--- src/rtl/note_player.sv ---
// Note playback stage: square-wave buzzer drive per accepted note, then a fixed silent gap.
// Optional macro NOTE_PLAYER_VOLUME_EN adds a 2-bit PWM volume input (note_vol).
module note_player #(
  parameter int unsigned PERIOD_W   = 17,
  parameter int unsigned DUR_W      = 26,
  parameter int unsigned GAP_CYCLES = 500000,
  parameter logic        BUZZ_IDLE  = 1'b1
) (
  input  logic                clk,
  input  logic                rb,
  input  logic                note_valid,
  output logic                note_ready,
  input  logic [PERIOD_W-1:0] note_period,
  input  logic [DUR_W-1:0]    note_dur,
  input  logic                note_rest,
`ifdef NOTE_PLAYER_VOLUME_EN
  input  logic [1:0]          note_vol,
`endif
  output logic                buzzer,
  output logic                busy,
  output logic                note_done
);

  localparam int unsigned    GAP_W    = (GAP_CYCLES > 2) ? $clog2(GAP_CYCLES) : 1;
  localparam logic [GAP_W-1:0] GAP_LAST = GAP_W'(GAP_CYCLES - 1);

  typedef enum logic [1:0] {StIdle, StTone, StGap} state_e;

  state_e              r_state, w_state_next;
  logic [PERIOD_W-1:0] r_period, w_period_next;
  logic [DUR_W-1:0]    r_dur, w_dur_next;
  logic                r_rest, w_rest_next;
  logic [DUR_W-1:0]    r_beat, w_beat_next;
  logic [PERIOD_W-1:0] r_tone, w_tone_next;
  logic [GAP_W-1:0]    r_gap, w_gap_next;
  logic                r_buzz, w_buzz_next;
  logic                r_done, w_done_next;
  logic                w_accept;
`ifdef NOTE_PLAYER_VOLUME_EN
  logic [1:0]          r_vol, w_vol_next;
  logic [1:0]          r_pwm, w_pwm_next;
`endif

  assign w_accept = note_valid && (r_state == StIdle);

  always_comb begin
    w_state_next  = r_state;
    w_period_next = r_period;
    w_dur_next    = r_dur;
    w_rest_next   = r_rest;
    w_beat_next   = r_beat;
    w_tone_next   = r_tone;
    w_gap_next    = r_gap;
    w_buzz_next   = r_buzz;
    w_done_next   = 1'b0;
`ifdef NOTE_PLAYER_VOLUME_EN
    w_vol_next    = r_vol;
    w_pwm_next    = w_accept ? 2'd0 : r_pwm + 2'd1;
    if (w_accept) w_vol_next = note_vol;
`endif
    unique case (r_state)
      StIdle: begin
        if (w_accept) begin
          w_period_next = note_period;
          w_dur_next    = note_dur;
          w_rest_next   = note_rest | (note_period == '0);
          w_beat_next   = '0;
          w_tone_next   = '0;
          w_buzz_next   = BUZZ_IDLE;
          if (note_dur == '0) w_done_next  = 1'b1;
          else                w_state_next = StTone;
        end
      end
      StTone: begin
        w_beat_next = r_beat + DUR_W'(1);
        if (!r_rest) begin
          if (r_tone == r_period - PERIOD_W'(1)) begin
            w_tone_next = '0;
            w_buzz_next = ~r_buzz;
          end else begin
            w_tone_next = r_tone + PERIOD_W'(1);
          end
        end
        // End of note overrides any toggle landing on the same edge.
        if (r_beat == r_dur - DUR_W'(1)) begin
          w_buzz_next = BUZZ_IDLE;
          w_gap_next  = '0;
          if (GAP_CYCLES == 0) begin
            w_state_next = StIdle;
            w_done_next  = 1'b1;
          end else begin
            w_state_next = StGap;
          end
        end
      end
      StGap: begin
        if (r_gap == GAP_LAST) begin
          w_state_next = StIdle;
          w_done_next  = 1'b1;
        end else begin
          w_gap_next = r_gap + GAP_W'(1);
        end
      end
      default: w_state_next = StIdle;
    endcase
  end

  always_ff @(posedge clk or posedge rb) begin
    if (rb) begin
      r_state  <= StIdle;
      r_period <= '0;
      r_dur    <= '0;
      r_rest   <= 1'b0;
      r_beat   <= '0;
      r_tone   <= '0;
      r_gap    <= '0;
      r_buzz   <= BUZZ_IDLE;
      r_done   <= 1'b0;
`ifdef NOTE_PLAYER_VOLUME_EN
      r_vol    <= '0;
      r_pwm    <= '0;
`endif
    end else begin
      r_state  <= w_state_next;
      r_period <= w_period_next;
      r_dur    <= w_dur_next;
      r_rest   <= w_rest_next;
      r_beat   <= w_beat_next;
      r_tone   <= w_tone_next;
      r_gap    <= w_gap_next;
      r_buzz   <= w_buzz_next;
      r_done   <= w_done_next;
`ifdef NOTE_PLAYER_VOLUME_EN
      r_vol    <= w_vol_next;
      r_pwm    <= w_pwm_next;
`endif
    end
  end

  assign note_ready = (r_state == StIdle);
  assign busy       = (r_state != StIdle);
  assign note_done  = r_done;

`ifdef NOTE_PLAYER_VOLUME_EN
  // Active phase is gated by PWM; the internal square-wave phase keeps running.
  assign buzzer = ((r_state == StTone) && (r_buzz != BUZZ_IDLE) && (r_pwm > r_vol)) ?
                  BUZZ_IDLE : r_buzz;
`else
  assign buzzer = r_buzz;
`endif

endmodule

--- config.mk ---
export PLATFORM = sky130hd
export DESIGN_NAME = note_player
export DESIGN_NICKNAME = d
export VERILOG_FILES = /design/src/rtl/note_player.sv
export SDC_FILE = /design/constraint.sdc
export NUM_CORES = 1
export LEC_CHECK = 0
export ABC_AREA = 1
export ABC_CLOCK_PERIOD_IN_PS = 7450
export CORE_MARGIN = 4
export CORE_UTILIZATION = 40
export CTS_CLUSTER_DIAMETER = 150
export DETAILED_ROUTE_END_ITERATION = 6
export GPL_TIMING_DRIVEN = 0
export SLEW_MARGIN = 0
export SYNTH_ARGS = -nofsm -noshare
export SYNTH_HDL_FRONTEND = slang
export SYNTH_SLANG_ARGS = --single-unit
--- constraint.sdc ---
create_clock -name clk -period 7.45 [get_ports clk]
set_input_delay 0.745 -clock clk [delete_from_list [all_inputs] [get_ports clk]]
set_output_delay 0.745 -clock clk [all_outputs]
set_load 0.01 [all_outputs]
==> run metrics <==
placed cells=1327; CP startpoint=r_period[0]; Post-synth EDFFs=0; Final #Nets=1161; Longest Clk Path Bufs=2; post-synthesis sequential area ratio=0.378; CTS tree=done; Synth top area share=0.374; mean area per synthesized cell=6.96 µm²; Starting Density=0.406; fmax=401 MHz; CP dominant cell by count=nand2_1; die area=20400 µm²; worst-path fanout max=10; Max VDD drop=113 µV; Hold Fails Final Rpt=0; flops & latches, synth=110; die extent in y=143 µm; GRT Overall Usage=0.205; via density per instance=5.10; relative slew slack=0.439; Max-Cap Viols=0; crit-path cells=inv_1 -> ha_1 -> nand2_1 -> nor2_2 -> nand3_1 -> inv_1 -> nand2_1 -> nand2_1 -> nand2_1 -> nor2_2 -> nand3_2 -> buf_2 -> nand4_1 -> o21ai_0; hold_sp=buzzer; CTS resizes=0; Synth cell types=44; WS Path Type=flip-flop to flip-flop; family with the most delay on the worst path=simple AND/OR/NAND/NOR gates; Hold Path Class=flip-flop to flip-flop; critical path depth in cells=14; DR vias=6855; syn nets=1099; filler instances=1863; Post-DP HPWL=15.3 mm; CP required=7.68 ns; Most used DFF post-synth=dfrtp_1; vias in the first global route=6689; warnings from Yosys=0; Cell Area, Synth=7280 µm²; WP data arrival=2.72 ns; worst r2r src=r_period[0]; fin crit period=2.49 ns; DRC Markers=0; critical path endpoint category=flip-flop; Initial DRT Pass Iterations=5; worst-margin pin slew=0.834 ns; Final Cycle Share=0.334; Async SR Flop Fraction=1.00; critical path's largest stage delay=0.40 ns; largest net degree at the start of global routing=96; worst r2r path cells=14; Pleak=3.96 nW; routed wire length=20.1 mm; DRT iter0 DRCs=442; Critical Path Start Type=flip-flop; Post-Syn Instances=1047; CTS Buf Count=9; Worst Path Buf+Inv=3; synth top area cells=dfrtp_1, nand2_1, inv_1, nor2_1, nand3_1; H-tree lvl count=3; Worst-path clk slew=0.08 ns; RSZ-0062 raised after global routing=no; worst clock skew=0.0144 ns; Clock Latency Late Sink=0.37 ns; layout cells sized above 1=0.0655; Die Wd=143 µm; clock sinks=110; Port-buffer cells=50; status=finished clean; post-synth top area cell=dfrtp_1; wire per inst=14.9 µm; Power Dens Cells=135 nW/µm²; total grt overflow=0; Hold Path Depth=2; area of the core=18000 µm²; Slew Limit Fails=0; global-route wire length before repair=33.5 mm; Setup TNS=0 ns; post-CTS setup buffer count=0; Post-CTS Hold Fix Bufs=0; Cell Rows=49; final std cells w/o fill=1343; P&R area growth vs syn=15.3%; Finish-stage setup viols=0; CP max-delay cell=dfrtp_1; CTS root buf=clkbuf_16; antenna diode count=0; Routed Antenna Nets=0; # IOs=51; RePlAce Congestion=0.883; antenna violations before repair=0
registers in the layout (all words and copies together) (netlist names):
signal and count:
r_beat 26, r_dur 26, r_gap 19, r_period 17, r_tone 17, r_state 2
buzzer 1, note_done 1, r_rest 1
cells by family after synthesis:
| logic type | synth area share |
|---|---|
| multiplexers | 0.00687 |
| AND/OR/NAND/NOR | 0.375 |
| adder cells (fa/ha/maj) | 0.00859 |
| buffers and inverters | 0.0818 |
| AO/OA/AOI/OAI | 0.0928 |
| XOR/XNOR | 0.0565 |
| flip-flops | 0.378 |
synthesized netlist by cell type (all sizes together), types with 5 or more instances:
master and n:
mux2i 5, xnor2 25, o22ai 8, inv 127, nand3b 11, nor4 20
nand3 70, a21oi 9, xor2 22, clkbuf 14, nor3 9, dfrtp 109
nand2 321, nor2 135, nand4 38, ha 5, or2 5, o21ai 89
buf 8
worst paths after layout:
| path | end | slack [ns] |
|---|---|---|
| worst max-delay path | r_tone[12] | 4.96 |
| worst min-delay path | buzzer | 0.50 |
| worst max register to register | r_tone[12] | 4.96 |
| worst min register to register | buzzer | 0.50 |
| max in group asynchronous | buzzer | 6.07 |
| min in group asynchronous | note_done | 0.66 |
worst reg2reg max path, delay by kind of cell (launching register included):
family	cells	cell delay [ns]
AND/OR/NAND/NOR	9	1.14
buffers and inverters	3	0.51
flip-flops	1	0.40
adder cells (fa/ha/maj)	1	0.21
AO/OA/AOI/OAI	1	0.09
stage by stage:
stage / hold slack [ns] / instance area, µm² / setup slack, ns / power [mW] / util
2_1_floorplan: 0.469 / 7280 / 3.80 / 0.620 / -
6_report: 0.496 / 8400 / 4.96 / 1.13 / 0.467
3_5_place_dp: 0.496 / 8100 / 4.57 / 0.655 / 0.451
5_1_grt: 0.532 / 8400 / 4.72 / 1.17 / 0.467
3_3_place_gp: 0.480 / 8070 / 1.95 / 0.653 / 0.449
4_1_cts: 0.508 / 8400 / 4.93 / 1.14 / 0.467
layer usage:
layer,wire [µm],global-route usage,up-vias,share of wire
met5,0,0,-,0
met4,425,0.0580,0,0.021
met3,691,0.0332,22,0.034
met2,9640,0.348,113,0.48
met1,9310,0.272,3213,0.46
li1,-,-,3507,-
report_power, final:
group          switching [mW]  internal, mW
logic                  0.0216        0.0239
clock network           0.250         0.243
registers                   0         0.596
total                   0.271         0.863
layout by cell type (no fill, tap or decap), drive strengths merged, types with 2 or more instances in the layout:
cell type      count
mux2i              5
o22ai              8
nand2            321
buf                9
clkbuf            24
clkdlybuf4s50     50
nand3             70
nand3b            11
o21ai             89
inv              130
ha                 5
dfrtp            109
o21bai             2
xnor2             25
a22oi              2
or2                5
o31ai              3
nor3               9
and2               2
xor2              22
nor4              20
clkinv             3
a21oi              9
nor2             135
nand4             38
cell type report:
class	instances	area [µm²]	area share
inverters	128	485	0.0578
multi-input cells	787	3940	0.469
repair buffers	51	528	0.0629
flip-flops and latches	110	2750	0.328
clock buffers	10	239	0.0285
plain buffers	22	115	0.0137
well taps	229	287	0.0341
clock inverters	6	52.6	0.00626
(Power assumes the default switching activity.)
